### config.mk
export PLATFORM = sky130hd
export DESIGN_NAME = shift_arbiter_flat
export DESIGN_NICKNAME = d
export VERILOG_FILES = /design/src/rtl/shift_arbiter_if.sv /design/src/rtl/shift_arbiter.sv /design/src/flat_wrapper.sv
export SDC_FILE = /design/constraint.sdc
export NUM_CORES = 1
export LEC_CHECK = 0
export BUFFER_PORTS_ARGS = -buffer_cell sky130_fd_sc_hd__buf_2
export CAP_MARGIN = 20
export CORE_MARGIN = 4
export CORE_UTILIZATION = 52
export CTS_CLUSTER_DIAMETER = 30
export DETAILED_ROUTE_END_ITERATION = 10
export PLACE_DENSITY = 0.78
export SYNTH_ARGS = -nofsm -noshare
export SYNTH_HDL_FRONTEND = slang
export SYNTH_SLANG_ARGS = --single-unit
export TNS_END_PERCENT = 50
### constraint.sdc
create_clock -name clk -period 2.35 [get_ports clk]
set_clock_uncertainty 0.2 [all_clocks]
set_input_delay 0.235 -clock clk [delete_from_list [all_inputs] [get_ports clk]]
set_output_delay 0.235 -clock clk [all_outputs]
set_load 0.02 [all_outputs]
### src/rtl/shift_arbiter_if.sv
// rtl/shift_arbiter_if.sv - requester and response channels of the shared shifter
interface shift_arbiter_if;
  logic        req0_valid;
  logic        req0_ready;
  logic [1:0]  req0_funct;
  logic [31:0] req0_a;
  logic [4:0]  req0_n;
  logic        req1_valid;
  logic        req1_ready;
  logic [1:0]  req1_funct;
  logic [31:0] req1_a;
  logic [4:0]  req1_n;
  logic        rsp_valid;
  logic        rsp_ready;
  logic [31:0] rsp_r;
  logic        rsp_id;

  modport master (
    output req0_valid, req0_funct, req0_a, req0_n,
    output req1_valid, req1_funct, req1_a, req1_n,
    output rsp_ready,
    input  req0_ready, req1_ready, rsp_valid, rsp_r, rsp_id
  );

  modport slave (
    input  req0_valid, req0_funct, req0_a, req0_n,
    input  req1_valid, req1_funct, req1_a, req1_n,
    input  rsp_ready,
    output req0_ready, req1_ready, rsp_valid, rsp_r, rsp_id
  );
endinterface

### src/rtl/shift_arbiter.sv
// rtl/shift_arbiter.sv - round-robin shared multi-cycle shifter, STEP bits per cycle
module shift_arbiter #(
  parameter int STEP = 4
) (
  input  logic           clk,
  input  logic           rst_n,
  shift_arbiter_if.slave bus,
  output logic           busy
);
  typedef enum logic [1:0] {IDLE, SHIFT, DONE} state_t;

  localparam logic [5:0] STEP_W = 6'(STEP);

  state_t      state, state_nx;
  logic        last_grant;
  logic        id_q;
  logic [1:0]  funct_q;
  logic [31:0] work;
  logic [31:0] rsp_r_q;
  logic [4:0]  rem;

  logic        grant0, grant1, accept, acc_id;
  logic [1:0]  acc_funct;
  logic [31:0] acc_a;
  logic [4:0]  acc_n;
  logic [5:0]  k;
  logic        last_step;
  logic [31:0] stepped;

  // The requester that was not granted last time wins a tie.
  assign grant0 = bus.req0_valid && (!bus.req1_valid || last_grant);
  assign grant1 = bus.req1_valid && (!bus.req0_valid || !last_grant);

  assign k         = ({1'b0, rem} < STEP_W) ? {1'b0, rem} : STEP_W;
  assign last_step = ({1'b0, rem} <= STEP_W);

  // The working register keeps the original sign in bit 31, so >>> refills it correctly.
  always_comb begin
    case (funct_q)
      2'b00:   stepped = work << k;
      2'b11:   stepped = $signed(work) >>> k;
      default: stepped = work >> k;
    endcase
  end

  always_comb begin
    state_nx       = state;
    bus.req0_ready = 1'b0;
    bus.req1_ready = 1'b0;
    accept         = 1'b0;
    acc_id         = !grant0;
    acc_funct      = grant0 ? bus.req0_funct : bus.req1_funct;
    acc_a          = grant0 ? bus.req0_a     : bus.req1_a;
    acc_n          = grant0 ? bus.req0_n     : bus.req1_n;
    case (state)
      IDLE: begin
        bus.req0_ready = grant0;
        bus.req1_ready = grant1;
        if (grant0 || grant1) begin
          accept   = 1'b1;
          state_nx = (acc_funct == 2'b01 || acc_n == 5'd0) ? DONE : SHIFT;
        end
      end
      SHIFT: begin
        if (last_step) state_nx = DONE;
      end
      DONE: begin
        if (bus.rsp_ready) state_nx = IDLE;
      end
      default: state_nx = IDLE;
    endcase
  end

  always_ff @(posedge clk or negedge rst_n) begin
    if (!rst_n) begin
      state      <= IDLE;
      last_grant <= 1'b1;
      id_q       <= 1'b0;
      funct_q    <= 2'b00;
      work       <= 32'd0;
      rem        <= 5'd0;
      rsp_r_q    <= 32'd0;
    end else begin
      state <= state_nx;
      case (state)
        IDLE: begin
          if (accept) begin
            funct_q    <= acc_funct;
            id_q       <= acc_id;
            last_grant <= acc_id;
            work       <= acc_a;
            rem        <= acc_n;
            if (acc_funct == 2'b01)  rsp_r_q <= 32'd0;
            else if (acc_n == 5'd0)  rsp_r_q <= acc_a;
          end
        end
        SHIFT: begin
          work <= stepped;
          rem  <= rem - k[4:0];
          if (last_step) rsp_r_q <= stepped;
        end
        default: ;
      endcase
    end
  end

  assign bus.rsp_valid = (state == DONE);
  assign bus.rsp_r     = rsp_r_q;
  assign bus.rsp_id    = id_q;
  assign busy          = (state != IDLE);
endmodule
### src/flat_wrapper.sv
// flat-port wrapper written by rule: the top's interface ports become plain ports
module shift_arbiter_flat 
#(
  parameter int STEP = 4
)
  (clk, rst_n, busy, bus_req0_valid, bus_req0_funct, bus_req0_a, bus_req0_n, bus_req1_valid, bus_req1_funct, bus_req1_a, bus_req1_n, bus_rsp_ready, bus_req0_ready, bus_req1_ready, bus_rsp_valid, bus_rsp_r, bus_rsp_id);
  shift_arbiter_if bus_i ();
  input  logic clk;
  input  logic rst_n;
  output logic busy;
  input wire logic [$bits(bus_i.req0_valid)-1:0] bus_req0_valid;
  input wire logic [$bits(bus_i.req0_funct)-1:0] bus_req0_funct;
  input wire logic [$bits(bus_i.req0_a)-1:0] bus_req0_a;
  input wire logic [$bits(bus_i.req0_n)-1:0] bus_req0_n;
  input wire logic [$bits(bus_i.req1_valid)-1:0] bus_req1_valid;
  input wire logic [$bits(bus_i.req1_funct)-1:0] bus_req1_funct;
  input wire logic [$bits(bus_i.req1_a)-1:0] bus_req1_a;
  input wire logic [$bits(bus_i.req1_n)-1:0] bus_req1_n;
  input wire logic [$bits(bus_i.rsp_ready)-1:0] bus_rsp_ready;
  output wire logic [$bits(bus_i.req0_ready)-1:0] bus_req0_ready;
  output wire logic [$bits(bus_i.req1_ready)-1:0] bus_req1_ready;
  output wire logic [$bits(bus_i.rsp_valid)-1:0] bus_rsp_valid;
  output wire logic [$bits(bus_i.rsp_r)-1:0] bus_rsp_r;
  output wire logic [$bits(bus_i.rsp_id)-1:0] bus_rsp_id;
  assign bus_i.req0_valid = bus_req0_valid;
  assign bus_i.req0_funct = bus_req0_funct;
  assign bus_i.req0_a = bus_req0_a;
  assign bus_i.req0_n = bus_req0_n;
  assign bus_i.req1_valid = bus_req1_valid;
  assign bus_i.req1_funct = bus_req1_funct;
  assign bus_i.req1_a = bus_req1_a;
  assign bus_i.req1_n = bus_req1_n;
  assign bus_i.rsp_ready = bus_rsp_ready;
  assign bus_req0_ready = bus_i.req0_ready;
  assign bus_req1_ready = bus_i.req1_ready;
  assign bus_rsp_valid = bus_i.rsp_valid;
  assign bus_rsp_r = bus_i.rsp_r;
  assign bus_rsp_id = bus_i.rsp_id;
  shift_arbiter #(.STEP(STEP)) u_core (.clk(clk), .rst_n(rst_n), .bus(bus_i), .busy(busy));
endmodule
* Yosys cells after proc, flatten, opt, wreduce, memory -nomap -nowiden
Cells that the tools add are included.
** Cells by class
- Add/sub/neg operators :: 1
- Magnitude comparators :: 2
- Equality and inequality tests :: 9
- Shift operators :: 3
- Muxes and demuxes :: 23
- Reduce and logical (&&, ||, !) cells :: 19
** Operator list (count)
- 2-to-1 mux 32 bit :: 6
- one-hot mux 32 bit (2 select lines) :: 3
- << shifter 32 x 6 -> 32 bit :: 1
- >> shifter 32 x 6 -> 32 bit :: 1
- >>> shifter 32 x 6 -> 32 bit :: 1
- 2-to-1 mux 5 bit :: 3
- 2-to-1 mux 2 bit :: 5
- one-hot mux 5 bit (2 select lines) :: 1
- inequality test 2 x 1 -> 1 bit, second input constant :: 3
- one-hot mux 2 bit (3 select lines) :: 1
- less-or-equal comparator 5 x 3 -> 1 bit, second input constant :: 1
- logical NOT 5 bit :: 1
- < comparator 5 x 3 -> 1 bit, second input constant :: 1
- subtractor 5 bit :: 1
- equality test 2 x 1 -> 1 bit, second input constant :: 2
- equality test 2 bit, second input constant :: 2
- logical NOT 1 bit :: 4
- logical NOT 2 bit :: 2
- logical OR 1 bit :: 4
- 2-to-1 mux 1 bit :: 4
- AND reduction 2 bit :: 2
- AND reduction 4 bit :: 1
- nonzero test 2 bit :: 2
- inequality test 3 x 1 -> 1 bit, second input constant :: 1
- 3 further kinds :: 4
** Word-level totals
- Flip-flop bits (word level) :: 75
- Output and inout port bits :: 37

* Logic depth before layout (Yosys ltp)
Gate-level depths: netlist (run 1).
- Word-level depth :: 9
- Mapped depth :: 11
- Depth with buffers taken out :: 8

* Worst setup path after synthesis (run 1)
OpenSTA, ideal clock, no wires.
- Kind :: reg-to-reg
- Start :: register u_core.rem[4]
- End :: register u_core.rsp_r_q[9], in the netlist u_core.bus.rsp_r[9]
- Setup time :: 0.125 ns
- Data arrival time :: 2.243 ns
- Required time :: 2.025 ns
- Slack :: -0.217 ns
- Stages on the path, launching flop included :: 7
- Cell sequence :: dfrtp_1 -> buf_2 -> nor4b_2 -> mux4_2 -> a311oi_1 -> o22ai_1 -> mux2_2
** Between the ends
- Cells in the longest elaborated chain, start to end :: 6
** Ends and longest elaborated chain
- start: declaration :: line shift_arbiter.sv:20 : logic [4:0] rem;
- start signal: assignment :: line shift_arbiter.sv:92 : rem <= acc_n;
- start signal: assignment :: line shift_arbiter.sv:99 : rem <= rem - k[4:0];
- < comparator 5 x 3 -> 1 bit :: line shift_arbiter.sv:34 : assign k = ({1'b0, rem} < STEP_W) ? {1'b0, rem} : STEP_W;
- 2-to-1 mux 5 bit :: line shift_arbiter.sv:34
- >> shifter 32 x 6 -> 32 bit (tied with other cells) :: line shift_arbiter.sv:42 : default: stepped = work >> k;
- one-hot mux 32 bit (2 select lines) :: line shift_arbiter.sv:39 : case (funct_q)
- 2-to-1 mux 32 bit :: line shift_arbiter.sv:100 : if (last_step) rsp_r_q <= stepped;
- one-hot mux 32 bit (2 select lines) :: line shift_arbiter.sv:85 : case (state)
- end signal: assignment :: line shift_arbiter.sv:100
- end: declaration :: line shift_arbiter.sv:19 : logic [31:0] rsp_r_q;
Several ways; a longest one is shown, not always the timed one. The select of a mux whose other input is x is not followed.
A chain may end at the register's enable or synchronous reset.

* Worst setup path in the final report (run 1)
Same ends and word-level chain as after synthesis.

==> metrics, run 1 <==
DRT iter0 DRCs 1,300; Async SR Flop Fraction between 90% and 100%; r2r worst-path depth 7; f_max 389 MHz; switching power about 7600 µW; Final Setup Violations 39; GR peak layer met2; hpwl dp 20.4 mm; largest net degree at the start of global routing 40; Worst slew margin 64.0%; worst hold path class input port to flop; met3 Use GR 8.23%; CP endpoint u_core.bus.rsp_r[9]$_DFFE_PN0P_; failing checks setup timing; Hold Slack 0.0543 ns; Post-synth EDFFs 0; RSZ-0062 raised after global routing yes; min-delay src bus_req0_n[2]; vias per cell 6.85; Synth cell types just over 70; final worst path period share 109%; CTS Buf Count 9; final worst setup slack -0.219 ns; Comb power frac 70.9%; Residual DRC 0; DR vias 8,080; clock latency on the worst-skew pair 0.35 ns; clock slew at the register clock pins of the worst setup and hold paths approximately 0.06 ns; Syn Std Cell Area approximately 6600 µm²; final setup TNS -3.33 ns; area delta synth->final 47.8%; vias in the first global route 7,705; Net Sw Frac 48.8%; antenna fix cells 0; Total Power 15,700 µW; fin. max-slew vios 0; WP data required 2.38 ns; die width 121 µm; post-synthesis sequential area ratio 28.5%; synthesized area per cell between 8 and 9 µm²; Synth Register Bits 75; Die ar. 14,500 µm²; Die H between 100 and 150 µm; min cycle time layout roughly 2.6 ns; Primary FF master, synth dfrtp_1; Leakage 0.00415 µW; row cnt 40; io pins 120; global-route wire length before repair roughly 44 mm; PwrDens between 1500 and 2000 nW/µm²; P_int 8020 µW; drt pass-1 iters 6; Critical Setup Path Class flop to flop; CTS H-tree lvls 3; Wirelength per Cell approximately 25 µm; worst vdd ir 1.32 mV; status finished with violations; CP arrival 2.60 ns; CTS Sinks 75; grt met1 use 49.1%; core area around 12,000 µm²; Post-Syn Instances 789; RR Startpoint u_core.rem[4]$_DFFE_PN0P_; Final GP Congestion 0.989; Longest Clk Path Bufs 2; share of the core filled with cells 79.7%; R2R Path End u_core.bus.rsp_r[9]$_DFFE_PN0P_; Reg power frac between 10% and 20%; CP startpoint kind flop; GRT Total Usage 38.9%; GRT Residual Overflow 0; Crit. Startpoint u_core.rem[4]$_DFFE_PN0P_; hold depth 3; root buf cell clkbuf_16; Clock power frac around a tenth; initial antenna violation count 0; DRT antenna net count 0; Final Hold Fails 0; endpoint type of the worst setup path flop; Initial Util 53.9%; final net count approximately 1,100; CTS tree built; routing usage on met2 roughly 62%; share of layout cells above drive strength 1 47.6%; I/O Buffers 119; Routed WL between 20 and 30 mm; Reg2Reg Setup Slack -0.22 ns; Critical Path Fanout Max 6; Syn. warnings 0; Slew @ Worst Pin 0.537 ns; Max-Cap Viols 0; Synthesized Nets 876; pre-CTS setup slack -0.327 ns
## cells by family after synthesis
family	synth area share, %
other cells	0.114
mux	20.3
flops	28.5
xor+xnor	0.133
compound gates	28.1
buf+inv	6.55
simple gates	15.5
fa+ha+maj	0.760
## flip-flops by register name, summed over array words and instances, names as in the netlist
register           cells
u_core.work           32
u_core.rem             5
u_core.last_grant      1
u_core.funct_q         2
u_core.bus.rsp_r      32
u_core.state           2
u_core.bus.rsp_id      1
## cell type report
| class | instances | area, µm² |
|---|---|---|
| Clock inverter | 4 | 72.6 |
| Timing Repair Buffer | 303 | 2350 |
| Sequential cell | 75 | 1880 |
| Fill cell | 836 | 2480 |
| Tap cell | 168 | 210 |
| Multi-Input combinational cell | 606 | 4920 |
| Clock buffer | 12 | 256 |
| Inverter | 12 | 45.0 |
## cell usage in the layout, fill, tap and decap left out, drive strengths merged, types with 4 or more instances in the layout
master  count
a211oi     13
a21boi      6
a21o        9
a21oi     104
a221oi      5
a22oi      12
a311oi      4
a31oi      31
a32oi       6
and2        4
and3        7
buf       298
clkbuf     14
dfrtp      74
ha          4
inv        12
mux2       34
mux2i      39
mux4       25
nand2      61
nand2b      5
nand3      36
nand3b      7
nor2       52
nor2b       8
nor3       10
nor4        4
o211ai      6
o21ai      42
o22a        4
o22ai      15
## through the flow
stage / area, µm² / std cells
after floorplan: 6620 / 789
after global placement: 8340 / 1127
after detailed placement: 8340 / 1127
after CTS: 9170 / 1154
after global routing: 9730 / 1180
final: 9730 / 1180
## power groups by stage
| stage | clock (µW) | sequential [µW] | combinational, µW |
|---|---|---|---|
| after global routing | 1630 | 3030 | 11700 |
| after detailed placement | 0 | 2850 | 9250 |
| after global placement | 0 | 2830 | 9080 |
| final | 1550 | 3000 | 11100 |
| after CTS | 1570 | 2900 | 9980 |
| after floorplan | 0 | 2720 | 5520 |
## worst min-delay path by stage
stage | endpoint
after CTS | u_core.funct_q[1]$_DFFE_PN0P_
final | u_core.rem[2]$_DFFE_PN0P_
after detailed placement | u_core.bus.rsp_r[15]$_DFFE_PN0P_
after floorplan | u_core.bus.rsp_id$_DFFE_PN0P_
after global placement | u_core.bus.rsp_r[15]$_DFFE_PN0P_
after global routing | u_core.rem[2]$_DFFE_PN0P_
## cells in the mapped netlist, types with 7 or more instances
| master | number | area share, % |
|---|---|---|
| nand3_1 | 36 | 2.7 |
| a31oi_1 | 31 | 2.9 |
| and3_1 | 7 | 0.66 |
| a21o_1 | 9 | 1.0 |
| o21ai_0 | 42 | 3.2 |
| o22ai_1 | 15 | 1.4 |
| a211oi_1 | 13 | 1.5 |
| nand3b_1 | 7 | 0.80 |
| dfrtp_1 | 74 | 28 |
| mux2i_1 | 39 | 5.9 |
| nor2b_1 | 8 | 0.76 |
| mux4_2 | 25 | 8.5 |
| nor3_1 | 10 | 0.76 |
| buf_2 | 15 | 1.1 |
| a22oi_1 | 11 | 1.3 |
| inv_1 | 12 | 0.68 |
| nor2_1 | 52 | 3.0 |
| nand2_1 | 61 | 3.5 |
| clkbuf_1 | 65 | 3.7 |
| buf_1 | 12 | 0.68 |
| mux2_2 | 34 | 5.8 |
| a21oi_1 | 104 | 7.9 |
## repair_timing
action,4_1_cts,5_1_grt
gates cloned,3,2
hold buffers,2,0
hold endpoints to repair,39,0
buffers inserted,8,26
endpoints found under the setup margin,58,65
pin swaps,34,31
gates resized for setup,79,75
## per-layer routing
layer  up-vias  wire, µm
met4         0      1830
met5         -         0
met2       670     13700
li1       3419         -
met3       151      3420
met1      3840     10700
## critical path, cell delays in order (launching register included)
cell and delay, ns:
dfrtp_1 0.42, buf_6 0.15, nor4b_4 0.29, buf_6 0.19, mux4_2 0.52, a311oi_2 0.28, o22ai_1 0.14, mux2_4 0.27
No activity file was read; power rests on OpenSTA's default activity.
==> run 2, diff against run 1 <==
--- a/config.mk
+++ b/config.mk
@@ -5,13 +5,14 @@
 export SDC_FILE = /design/constraint.sdc
 export NUM_CORES = 1
 export LEC_CHECK = 0
+export ABC_AREA = 1
 export BUFFER_PORTS_ARGS = -buffer_cell sky130_fd_sc_hd__buf_2
 export CAP_MARGIN = 20
 export CORE_MARGIN = 4
 export CORE_UTILIZATION = 52
 export CTS_CLUSTER_DIAMETER = 30
 export DETAILED_ROUTE_END_ITERATION = 10
-export PLACE_DENSITY = 0.78
+export PLACE_DENSITY = 0.79
 export SYNTH_ARGS = -nofsm -noshare
 export SYNTH_HDL_FRONTEND = slang
 export SYNTH_SLANG_ARGS = --single-unit
==> metrics, run 2 <==
Post-Syn Instances 1,068 (was 789); CTS tree built (unchanged); Critical Setup Path Class flop to flop (unchanged); Async SR Flop Fraction 100% (unchanged); Synth Register Bits 75 (unchanged); clock slew at the register clock pins of the worst setup and hold paths 0.06 ns (about the same); Synth cell types 43 (was 71); area delta synth->final 21.4% (was 47.8%); synthesized area per cell 5.97 µm² (was 8.35 µm²); post-synthesis sequential area ratio 29.4% (was 28.5%); min cycle time layout 2.27 ns (was 2.57 ns); Post-Layout Inst Area 7740 µm² (was 9730 µm²); I/O Buffers 119 (unchanged); Max-Cap Viols 0 (unchanged); endpoint type of the worst setup path flop (unchanged); hpwl dp 15.8 mm (was 20.4 mm); GRT Residual Overflow 0 (unchanged); DRT iter0 DRCs 894 (was 1,300); f_max 440 MHz (was 389 MHz); GRT Total Usage 30.0% (was 38.9%); main area contributors after synthesis dfrtp_1, nand2_1, nand3_1, nor2_1, inv_1 (was dfrtp_1, mux4_2, a21oi_1, mux2i_1, mux2_2); worst hold path class input port to flop (unchanged); WL met1 9.46 mm (was 10.7 mm); commonest cells in the netlist nand2_1, nor2_1, nand3_1, dfrtp_1, inv_1 (was a21oi_1, dfrtp_1, clkbuf_1, nand2_1, nor2_1); CP arrival 2.29 ns (was 2.60 ns); Syn Std Cell Area 6380 µm² (was 6590 µm²); DRT antenna net count 0 (unchanged); CTS Buf Count 9 (unchanged); final net count 1,273 (was 1,094); Post-synth EDFFs 0 (unchanged); CTS Sinks 75 (unchanged); antenna fix cells 0 (unchanged); Syn. warnings 0 (unchanged); Clock power frac 10.9% (was 9.9%); DR vias 7,786 (was 8,080); fin. max-slew vios 0 (unchanged); Reg power frac 18.2% (was 19.1%); Placed Cells incl. Taps 1,313 (was 1,127); placed cell areas 7220 µm² (was 8340 µm²); CTS H-tree lvls 3 (unchanged); commonest non-fill, non-tap cell in the layout nand2_1 (was buf_4); Synthesized Nets 1,155 (was 876); RSZ-0062 raised after global routing yes (unchanged); Net Sw Frac 54.4% (was 48.8%); Wirelength per Cell 16.4 µm (was 25.2 µm); CP startpoint kind flop (unchanged); worst vdd ir 1.04 mV (was 1.32 mV); metal3 WL 2.82 mm (was 3.42 mm); Routed WL 22.0 mm (was 29.7 mm); status completed (was finished with violations); non-filler cells, final 1,338 (was 1,180); leading area contributor after synthesis dfrtp_1 (unchanged); Critical Path Fanout Max 22 (was 6); largest net degree at the start of global routing 43 (was 40); WP data required 2.37 ns (was 2.38 ns); initial antenna violation count 0 (unchanged); final worst setup slack 0.0755 ns (was -0.219 ns); fillers 1,106 (was 836); pre-CTS setup slack -0.0866 ns (was -0.327 ns); uppermost layer routed met4 (unchanged); Longest Clk Path Bufs 2 (unchanged); Reg area 1880 µm² (unchanged); Final Hold Fails 0 (unchanged); Final Setup Violations 0 (was 39); area of the multi-input gates 3870 µm² (was 4920 µm²); P_int 6320 µW (was 8020 µW); die width 119 µm (was 121 µm); vias in the first global route 6,844 (was 7,705); Total Power 13,900 µW (was 15,700 µW); Leakage 0.00413 µW (was 0.00415 µW); share of layout cells above drive strength 1 18.1% (was 47.6%); commonest cells after routing, fill and taps aside nand2_1, nor2_1, nand3_1 (was buf_4, buf_2, a21oi_1); clock latency on the worst-skew pair 0.34 ns (was 0.35 ns); Primary FF master, synth dfrtp_1 (unchanged); vias per cell 5.82 (was 6.85); Die H 119 µm (was 121 µm); row cnt 40 (unchanged); root buf cell clkbuf_16 (unchanged); Residual DRC 0 (unchanged); final worst path period share 96.8% (was 109%); io pins 120 (unchanged); Comb power frac 70.8% (was 70.9%); core area 12,000 µm² (was 12,200 µm²); Initial Util 53.1% (was 53.9%); met2 routed WL 9.30 mm (was 13.7 mm); switching power 7530 µW (was 7630 µW); drt pass-1 iters 6 (unchanged); Die ar. 14,100 µm² (was 14,500 µm²); global-route wire length before repair 34.8 mm (was 43.7 mm); Final GP Congestion 1.04 (was 0.989); most frequent cell after synthesis nand2_1 (was a21oi_1); Yosys top cell area share 29.0% (was 28.1%); PwrDens 1790 nW/µm² (was 1610 nW/µm²); Hold Slack 0.0385 ns (was 0.0543 ns)
==> run 2: cell types whose count changed in the layout (fill, tap and decap cells not counted), moves of 27 or more <==
cell     change
inv_1       +63
nand3_1    +123
nand2_1    +259
buf_4      -110
a21oi_1     -37
a31oi_1     -27
nor2_1     +124
mux2_2      -29
==> run 2: power by group through the flow <==
stage	Combinational, µW	Clock (µW)	Sequential [µW]
2_1_floorplan	6250	0	2690
3_3_place_gp	9060	0	2490
3_5_place_dp	9100	0	2480
4_1_cts	9180	1520	2480
5_1_grt	10800	1590	2590
6_report	9810	1520	2530
==> run 2: metal layers <==
metal | global-route usage [%] | vias up
met2 | 42.4 | 550
met4 | 7.46 | 0
met1 | 45.7 | 3494
li1 | - | 3700
met5 | 0 | -
met3 | 7.18 | 42
==> run 2: final timing paths <==
| path | start | end | slack (ns) | depth (start not counted) |
|---|---|---|---|---|
| max | u_core.rem[4]$_DFFE_PN0P_ | u_core.work[31]$_DFFE_PN0P_ | 0.08 | 11 |
| min | bus_req1_valid | u_core.bus.rsp_id$_DFFE_PN0P_ | 0.04 | 3 |
| max reg2reg | u_core.rem[4]$_DFFE_PN0P_ | u_core.work[31]$_DFFE_PN0P_ | 0.08 | 11 |
| min reg2reg | u_core.bus.rsp_id$_DFFE_PN0P_ | u_core.bus.rsp_id$_DFFE_PN0P_ | 0.27 | 2 |
| max in group asynchronous | rst_n | u_core.last_grant$_DFFE_PN1P_ | 1.07 | 3 |
| min in group asynchronous | rst_n | u_core.work[9]$_DFFE_PN0P_ | 0.20 | 2 |
==> run 2: kinds of logic (layout without fill, tap and decap cells) <==
family,Yosys count,count (layout),synth area share (%)
AND/OR/NAND/NOR,674,674,44.8
AO/OA/AOI/OAI,163,163,14.2
buffers and inverters,148,271,10.4
flip-flops,75,75,29.4
adder cells (fa/ha/maj),4,4,0.785
other,2,2,0.118
XOR/XNOR,1,1,0.137
multiplexers,1,1,0.157
==> run 2: cell type report <==
type,instances,share of cell area [%]
Clock buffer,9,2.91
Clock inverter,7,1.28
Inverter,85,4.31
Multi-Input combinational cell,845,50.0
Sequential cell,75,24.3
Tap cell,147,2.38
Timing Repair Buffer,170,14.9
==> run 2: worst max-delay path: stages, from the launching register on <==
cell,delay (ns)
dfrtp_2,0.44
nor2_8,0.19
nand3_4,0.12
buf_4,0.24
nand2_1,0.14
o21ai_1,0.11
o21ai_1,0.17
nand2_1,0.07
nand3_1,0.07
nand3_1,0.15
nand2_1,0.15
a21oi_1,0.09
==> run 2: what timing repair did <==
| action | in CTS | in global routing |
|---|---|---|
| endpoints found under the setup margin | 19 | 48 |
| setup buffers | 0 | 3 |
| cloned | 0 | 3 |
| pin swaps | 0 | 4 |
| hold buffers | 3 | 0 |
| resized for setup | 1 | 22 |
| endpoints found under the hold margin | 35 | 0 |
==> run 2: through the flow <==
stage	util, %	TNS (ns)
after floorplan	-	0
after global placement	60.1	-0.385
after CTS	63.1	0
after detailed placement	60.1	-0.653
final	64.5	0
after global routing	64.5	-0.0893
==> run 3, diff against run 2 <==
--- a/config.mk
+++ b/config.mk
@@ -9,9 +9,10 @@
 export BUFFER_PORTS_ARGS = -buffer_cell sky130_fd_sc_hd__buf_2
 export CAP_MARGIN = 20
 export CORE_MARGIN = 4
-export CORE_UTILIZATION = 52
+export CORE_UTILIZATION = 55
 export CTS_CLUSTER_DIAMETER = 30
 export DETAILED_ROUTE_END_ITERATION = 10
+export GPL_TIMING_DRIVEN = 0
 export PLACE_DENSITY = 0.79
 export SYNTH_ARGS = -nofsm -noshare
 export SYNTH_HDL_FRONTEND = slang
==> constraint.sdc (replaced) <==
create_clock -name clk -period 2.1 [get_ports clk]
set_clock_uncertainty 0.2 [all_clocks]
set_input_delay 0.21 -clock clk [delete_from_list [all_inputs] [get_ports clk]]
set_output_delay 0.21 -clock clk [all_outputs]
set_load 0.02 [all_outputs]
==> metrics, run 3 (same netlist as run 2, synthesis figures left out) <==
Final Hold Fails 0 (unchanged); CP arrival 2.41 ns (was 2.29 ns); Routed WL 30.1 mm (was 22.0 mm); drt pass-1 iters 6 (unchanged); final setup TNS -6.28 ns (was 0 ns); Slew @ Worst Pin roughly 0.6 ns; pre-CTS setup slack -0.570 ns (was -0.0866 ns); Die H 116 µm (was 119 µm); share of the core filled with cells 76.7% (was 64.5%); failing checks setup timing; vias per cell 6.40 (was 5.82); I/O Buffers 119 (unchanged); root buf cell clkbuf_16 (unchanged); final worst path period share 112% (was 96.8%); Final Setup Violations 54 (was 0); die width 116 µm (was 119 µm); initial antenna violation count 0 (unchanged); commonest cells after routing, fill and taps aside nand2_1, nor2_1, nand3_1 (unchanged); io pins 120 (unchanged); final worst setup slack -0.250 ns (was 0.0755 ns); CTS tree built (unchanged); core area 11,400 µm² (was 12,000 µm²); Residual DRC 0 (unchanged); hpwl dp 18.9 mm (was 15.8 mm); endpoint type of the worst setup path flop (unchanged); largest net degree at the start of global routing 74 (was 43); row cnt 39 (was 40); worst vdd ir 1.67 mV (was 1.04 mV); CTS Buf Count 9 (unchanged); worst hold path class input port to flop (unchanged); GRT Total Usage 41.4% (was 30.0%); DR vias 8,863 (was 7,786); Wirelength per Cell 21.7 µm (was 16.4 µm); Die ar. 13,400 µm² (was 14,100 µm²); area delta synth->final 36.7% (was 21.4%); Longest Clk Path Bufs 2 (unchanged); Leakage 0.00455 µW (was 0.00413 µW); clock slew at the register clock pins of the worst setup and hold paths 0.07 ns (was 0.06 ns); global-route wire length before repair 42.8 mm (was 34.8 mm); vias in the first global route 7,982 (was 6,844); PwrDens 2130 nW/µm² (was 1790 nW/µm²); CTS Sinks 75 (unchanged); Critical Setup Path Class flop to flop (unchanged); antenna fix cells 0 (unchanged); share of layout cells above drive strength 1 33.1% (was 18.1%); fillers 829 (was 1,106); Max-Cap Viols 0 (unchanged); final net count 1,324 (was 1,273); Critical Path Fanout Max 8 (was 22); status finished with violations (was completed); Initial Util 56.1% (was 53.1%); WP data required 2.16 ns (was 2.37 ns); RSZ-0062 raised after global routing yes (unchanged); min cycle time layout 2.35 ns (was 2.27 ns); CP startpoint kind flop (unchanged); commonest non-fill, non-tap cell in the layout nand2_1 (unchanged); GRT Residual Overflow 0 (unchanged); placed cell areas 7180 µm² (was 7220 µm²); fin. max-slew vios 0 (unchanged); clock latency on the worst-skew pair 0.36 ns (was 0.34 ns); f_max 425 MHz (was 440 MHz); DRT iter0 DRCs 1,495 (was 894); DRT antenna net count 0 (unchanged); CTS H-tree lvls 3 (unchanged); Worst slew margin 59.1%; Post-Layout Inst Area 8720 µm² (was 7740 µm²); Final GP Congestion 1.04 (about the same)
==> run 3: through the flow <==
| step | total power, µW | cells | hold slack (ns) |
|---|---|---|---|
| 6_report | 18500 | 1385 | 0.0528 |
| 3_3_place_gp | 13200 | 1330 | 0.257 |
| 2_1_floorplan | 10000 | 1068 | -0.286 |
| 5_1_grt | 19400 | 1385 | 0.0831 |
| 3_5_place_dp | 13200 | 1331 | -0.183 |
| 4_1_cts | 16100 | 1379 | 0.0129 |
==> run 3: metal layers <==
| layer | vias to the layer above | global-route usage (%) | part of all wire (%) |
|---|---|---|---|
| met1 | 3976 | 55.8 | 36 |
| met2 | 842 | 63.5 | 43 |
| met5 | - | 0 | 0 |
| li1 | 3805 | - | - |
| met3 | 240 | 9.35 | 14 |
| met4 | 0 | 20.0 | 7.0 |
==> run 3: layout make-up <==
type | instances | area (µm²) | area share, %
Clock buffer | 9 | 225 | 2.58
Multi-Input combinational cell | 845 | 4420 | 50.7
Clock inverter | 7 | 101 | 1.16
Sequential cell | 75 | 1880 | 21.6
Buffer | 63 | 554 | 6.36
Timing Repair Buffer | 158 | 1010 | 11.6
Tap cell | 143 | 179 | 2.05
Inverter | 85 | 350 | 4.02
==> run 3: path summary, 6_finish.rpt <==
kind / startpoint / to / slack, ns / depth (start not counted)
max: u_core.last_grant$_DFFE_PN1P_ / u_core.bus.rsp_r[25]$_DFFE_PN0P_ / -0.25 / 14
min: bus_req1_valid / u_core.last_grant$_DFFE_PN1P_ / 0.05 / 3
max reg2reg: u_core.last_grant$_DFFE_PN1P_ / u_core.bus.rsp_r[25]$_DFFE_PN0P_ / -0.25 / 14
min reg2reg: u_core.bus.rsp_r[0]$_DFFE_PN0P_ / u_core.bus.rsp_r[0]$_DFFE_PN0P_ / 0.29 / 2
max in group asynchronous: rst_n / u_core.work[9]$_DFFE_PN0P_ / 1.00 / 3
min in group asynchronous: rst_n / u_core.work[30]$_DFFE_PN0P_ / 0.24 / 3
==> run 3: power breakdown <==
| group | switching (µW) | total [µW] | internal [µW] |
|---|---|---|---|
| registers | 702 | 2940 | 2240 |
| clock network | 671 | 1720 | 1050 |
| logic | 9180 | 13900 | 4710 |
==> run 3: critical path: stages (launching register included) <==
cell and delay [ns]:
dfstp_2 0.54, inv_2 0.05, nand2_4 0.08, nand2_8 0.11, buf_8 0.16, nand2_4 0.05
nand2_2 0.05, nor2_1 0.11, nand4_1 0.15, nand3_2 0.14, nand2_4 0.12, clkinv_8 0.12
buf_8 0.13, nor2_4 0.04, a21oi_2 0.20
==> run 3: repair_timing <==
| item | in CTS | in global routing |
|---|---|---|
| setup buffers | 25 | 4 |
| setup endpoints to repair | 70 | 69 |
| gates resized for setup | 138 | 170 |
| gates cloned | 3 | 2 |
| hold buffers | 4 | 0 |
| endpoints found under the hold margin | 76 | 0 |
| pin swaps | 16 | 24 |
